===== src/rtl/dmem_store_responder.sv =====
// Word-addressed data RAM for the single-cycle CPU store bus, with asynchronous read.
// Every accepted store is also captured in a store-log FIFO that is drained through valid/ready.
module dmem_store_responder #(
    parameter int DEPTH_WORDS = 64,
    parameter int LOG_DEPTH   = 8
) (
    input  logic                         clk,
    input  logic                         reset,
    input  logic                         memwrite,
    input  logic [31:0]                  dataadr,
    input  logic [31:0]                  writedata,
    output logic [31:0]                  readdata,
    output logic                         log_valid,
    input  logic                         log_ready,
    output logic [31:0]                  log_addr,
    output logic [31:0]                  log_data,
    output logic [$clog2(LOG_DEPTH):0]   log_count,
    output logic [15:0]                  drop_count,
    output logic                         misaligned
);

    localparam int AW = $clog2(DEPTH_WORDS);
    localparam int PW = $clog2(LOG_DEPTH);
    localparam int CW = PW + 1;
    localparam logic [CW-1:0] FULL_COUNT = CW'(LOG_DEPTH);

    logic [31:0]   ram      [DEPTH_WORDS];
    logic [31:0]   log_amem [LOG_DEPTH];
    logic [31:0]   log_dmem [LOG_DEPTH];
    logic [PW-1:0] rd_ptr;
    logic [PW-1:0] wr_ptr;
    logic [AW-1:0] index;
    logic          store_req;
    logic          log_full;
    logic          pop;
    logic          push;
    logic          drop;

    assign index     = dataadr[AW+1:2];
    assign readdata  = ram[index];

    assign store_req = memwrite && (dataadr[1:0] == 2'b00);
    assign log_valid = (log_count != '0);
    assign log_full  = (log_count == FULL_COUNT);
    assign pop       = log_valid && log_ready;
    // A pop in the same cycle frees the slot, so a full log can still accept a push.
    assign push      = store_req && (!log_full || pop);
    assign drop      = store_req && log_full && !pop;

    assign log_addr  = log_valid ? log_amem[rd_ptr] : 32'd0;
    assign log_data  = log_valid ? log_dmem[rd_ptr] : 32'd0;

    // RAM and log storage are deliberately left out of reset; only control state is cleared.
    always_ff @(posedge clk) begin
        if (reset && store_req) begin
            ram[index] <= writedata;
        end
    end

    always_ff @(posedge clk) begin
        if (reset && push) begin
            log_amem[wr_ptr] <= dataadr;
            log_dmem[wr_ptr] <= writedata;
        end
    end

    always_ff @(posedge clk) begin
        if (!reset) begin
            rd_ptr     <= '0;
            wr_ptr     <= '0;
            log_count  <= '0;
            drop_count <= '0;
            misaligned <= 1'b0;
        end else begin
            if (push) begin
                wr_ptr <= wr_ptr + PW'(1);
            end
            if (pop) begin
                rd_ptr <= rd_ptr + PW'(1);
            end
            case ({push, pop})
                2'b10:   log_count <= log_count + CW'(1);
                2'b01:   log_count <= log_count - CW'(1);
                default: log_count <= log_count;
            endcase
            if (drop && (drop_count != 16'hFFFF)) begin
                drop_count <= drop_count + 16'd1;
            end
            if (memwrite && (dataadr[1:0] != 2'b00)) begin
                misaligned <= 1'b1;
            end
        end
    end

endmodule


===== config.mk =====
export PLATFORM = sky130hd
export DESIGN_NAME = dmem_store_responder
export DESIGN_NICKNAME = d
export VERILOG_FILES = /design/src/rtl/dmem_store_responder.sv
export SDC_FILE = /design/constraint.sdc
export NUM_CORES = 2
export LEC_CHECK = 0
export CORE_AREA = 2 2 600 423
export DETAILED_ROUTE_END_ITERATION = 16
export DIE_AREA = 0 0 602 425
export PLACE_DENSITY = 0.66
export SLEW_MARGIN = 5
export SYNTH_ARGS = -nofsm -noshare
export SYNTH_HDL_FRONTEND = slang
export SYNTH_SLANG_ARGS = --single-unit
export TNS_END_PERCENT = 50

===== constraint.sdc =====
create_clock -name clk -period 7.78 [get_ports clk]
set_input_delay 0.778 -clock clk [delete_from_list [all_inputs] [get_ports clk]]
set_output_delay 0.778 -clock clk [all_outputs]
set_load 0.02 [all_outputs]

==> results_dict.tcl <==
set metrics [dict create \
    finalHoldViolCount 0 \
    insertion_delay_ns 0.88 \
    setup_tns_ns 0 \
    met3_usage_pct 8.36 \
    drcViolationCount 0 \
    combPwrFrac_pct 9.3 \
    cp_slowest_cell "nor2b_4" \
    p_int_w 0.0224 \
    antenna_found_initial 14 \
    crit_required_ns 7.00 \
    die_area_um2 256000 \
    holdCritPathClass "in -> reg" \
    cp_max_fo 64 \
    arrival_ns 5.06 \
    async_flop_share_pct 0 \
    grt_util_met2_pct 33.9 \
    max_stage_delay_ns 0.68 \
    cts_buffers 234 \
    synth.distinct_cells 75 \
    cts.sinks 2590 \
    grt_max_degree 99 \
    top_usage_layer "met1" \
    dp_hpwl_um 180000 \
    dp_cells 8534 \
    cp-end-kind "primary output" \
    cp_top_family "buffers and inverters" \
    synth_commonest_cells "edfxtp_1 (2,560), mux2i_1 (352), mux4_2 (271)" \
    synth_nets 5176 \
    ys_seq_elements 2590 \
    synth_flop_cell "edfxtp_1" \
    grt_overflow 0 \
    numPortBuffers 185 \
    power_density_nw_per_um2 258 \
    outcome "complete, no violations" \
    period_minus_slack_ns 5.84 \
    critPathBufInv 4 \
    rr_worst_depth 6 \
    clock-root-buffer "clkbuf_16" \
    synth_edf_count 2560 \
    fp.dieH_um 425 \
    synth_area_leaders "edfxtp_1 (77%), mux4_2 (6.1%), mux2i_1 (3.5%), a221oi_1 (1.6%), mux2_2 (1.5%)" \
    clk_pin_slew_ns 0.06 \
    drt_iter0_drc 11140 \
    syn_area_um2 99700 \
    post-route-period-util_pct 75.0 \
    hold-path-cell-count 1 \
    swShare_pct 23.6 \
    die_w_um 602 \
    antenna_left 0 \
    tightest_slew_ns 1.34 \
    ys_warn_count 0 \
    whs_ns 0.357 \
    max_slew_margin_pct 10.5 \
    grt_pass1_vias 53722 \
    cts_tree "built" \
    slew_viol_final 0 \
    critPathKind "in -> out" \
    post_cts_buffers 0 \
    final-setup-viol-count 0 \
    postSynthCellCount 5104 \
    cp_cell_sequence "buf_8 > buf_12 > nor2b_4 > buf_12 > a221oi_1 > o22ai_1 > nand2_1 > nand4_1 > clkdlybuf4s50_1" \
    cp_common_cell "buf_12" \
    place.gp.congestion 0.892 \
    fillers 20842 \
    area_growth_pct 14.0 \
    fin_skew_ns 0.0295 \
    finalNonFillerCells 8972 \
    synth.most_common_cell "edfxtp_1" \
    post_cts_resized 0 \
    ir_drop_v 0.000244 \
    p_switching_w 0.00692 \
    drt-pass1-iter-count 7 \
    cap_violations 0 \
    rows 154 \
    syn_area_per_cell_um2 19.5 \
    post-place-ws_ns 2.11 \
    p_leak_nw 35.3 \
    start_util_pct 39.8 \
    cts.path.max_buffers 3 \
    pwr-share-clk_pct 38.1 \
    gr-usage-all-layers_pct 24.1 \
    viasPerCell 6.30 \
    cp_num_cells 9 \
    htreeDepth 4 \
    seq_area_frac_synth_pct 77.7 \
    yosys.area.top_type "edfxtp_1" \
    coreArea_um2 250000 \
    rsz0062_at_grt "false" \
    grt_use_met1_pct 34.0 \
    wirelength_um 316000 \
    pwr-share-seq_pct 52.6 \
    wl_per_cell_um 35.2 \
    num_io_pins 186 \
    layout-drive-gt1-share_pct 19.6 \
    num_vias 56517 \
    worst_setup_path_start_kind "primary input" \
    hold_buffers 0 \
    timing.fmax_mhz 171 \
    grt_pass1_wl_um 434000 \
    timing.final.ws_setup_ns 1.94 \
    nNetsFinal 5490 \
    synth_top_area_share_pct 77.1 \
]
==> sequential cells by signal, summed over array words and instances (netlist names), named ones only <==
signal,count
ram,2048
log_amem,256
log_dmem,256
drop_count,16
log_count,4
rd_ptr,3
wr_ptr,3
misaligned,1
==> final timing paths <==
| path | slack, ns | end | start |
|---|---|---|---|
| hold / removal | 0.36 | log_amem[5][2] | dataadr[2] |
| setup / recovery | 1.94 | readdata[2] | dataadr[3] |
| setup reg to reg | 4.63 | log_dmem[0][23] | log_count[1] |
| hold reg to reg | 0.49 | misaligned | misaligned |
==> worst register-to-register path, stage by stage (launching register included) <==
cell     delay, ns
dfxtp_1       0.50
nor3_1        0.13
and3b_1       0.25
or3b_2        0.58
nor3_2        0.15
buf_4         0.46
buf_4         0.68
==> per-layer routing <==
metal  share of wire [%]  wire [um]  vias up
met2                  42     133000     4793
met3                  15      47500      834
li1                    -          -    21820
met4                 4.8      15100       10
met5               0.018         57        -
met1                  38     120000    29060
==> cells by family (layout without fill, tap and decap cells) <==
| kind of cell | count (synthesis) | after routing | share of synthesized area [%] |
|---|---|---|---|
| simple gates | 521 | 521 | 2.43 |
| xor+xnor | 21 | 21 | 0.185 |
| buf+inv | 335 | 844 | 1.96 |
| compound gates | 864 | 864 | 6.33 |
| flops | 2590 | 2590 | 77.7 |
| other cells | 0 | 5 | 0 |
| mux | 769 | 769 | 11.3 |
| fa+ha+maj | 4 | 4 | 0.0502 |
==> power by group through the flow <==
stage / Clock (W) / Sequential, W / Combinational (W)
after floorplan: 0 / 0.0157 / 0.00148
final: 0.0112 / 0.0154 / 0.00273
after CTS: 0.0112 / 0.0154 / 0.00272
after detailed placement: 0 / 0.0157 / 0.00270
after global routing: 0.0118 / 0.0154 / 0.00284
after global placement: 0 / 0.0157 / 0.00268
==> final cells by class <==
| class | count | area (um2) | share of cell area (%) |
|---|---|---|---|
| Inverter | 6 | 31.3 | 0.0275 |
| Sequential cell | 2590 | 77500 | 68.2 |
| Multi-Input combinational cell | 2179 | 20900 | 18.4 |
| Clock inverter | 139 | 1180 | 1.04 |
| Clock buffer | 292 | 6120 | 5.38 |
| Tap cell | 3354 | 4200 | 3.69 |
| Timing Repair Buffer | 407 | 3660 | 3.22 |
| Antenna cell | 5 | 12.5 | 0.0110 |
==> layout by cell type, fill, tap and decap left out, types with 32 or more instances in the layout <==
cell type / instances
mux4_2: 271
a221oi_1: 179
clkinv_2: 34
clkinv_1: 71
clkbuf_16: 236
nor2_1: 153
buf_2: 32
nand2_1: 117
edfxtp_1: 2560
mux2_2: 134
nand3_1: 32
clkdlybuf4s50_1: 150
mux2i_1: 352
a21oi_1: 124
a22oi_1: 172
o21ai_0: 98
o22ai_1: 86
nor2_4: 73
a22o_1: 43
clkbuf_1: 56
buf_4: 200
==> stage by stage <==
| step | area, um2 | util (%) | power [W] |
|---|---|---|---|
| after CTS | 114000 | 45.4 | 0.0293 |
| final | 114000 | 45.4 | 0.0293 |
| after detailed placement | 106000 | 42.4 | 0.0184 |
| after global placement | 106000 | 42.4 | 0.0184 |
| after global routing | 114000 | 45.4 | 0.0300 |
| after floorplan | 99700 | - | 0.0172 |
Power figures use the tool's default switching activity.
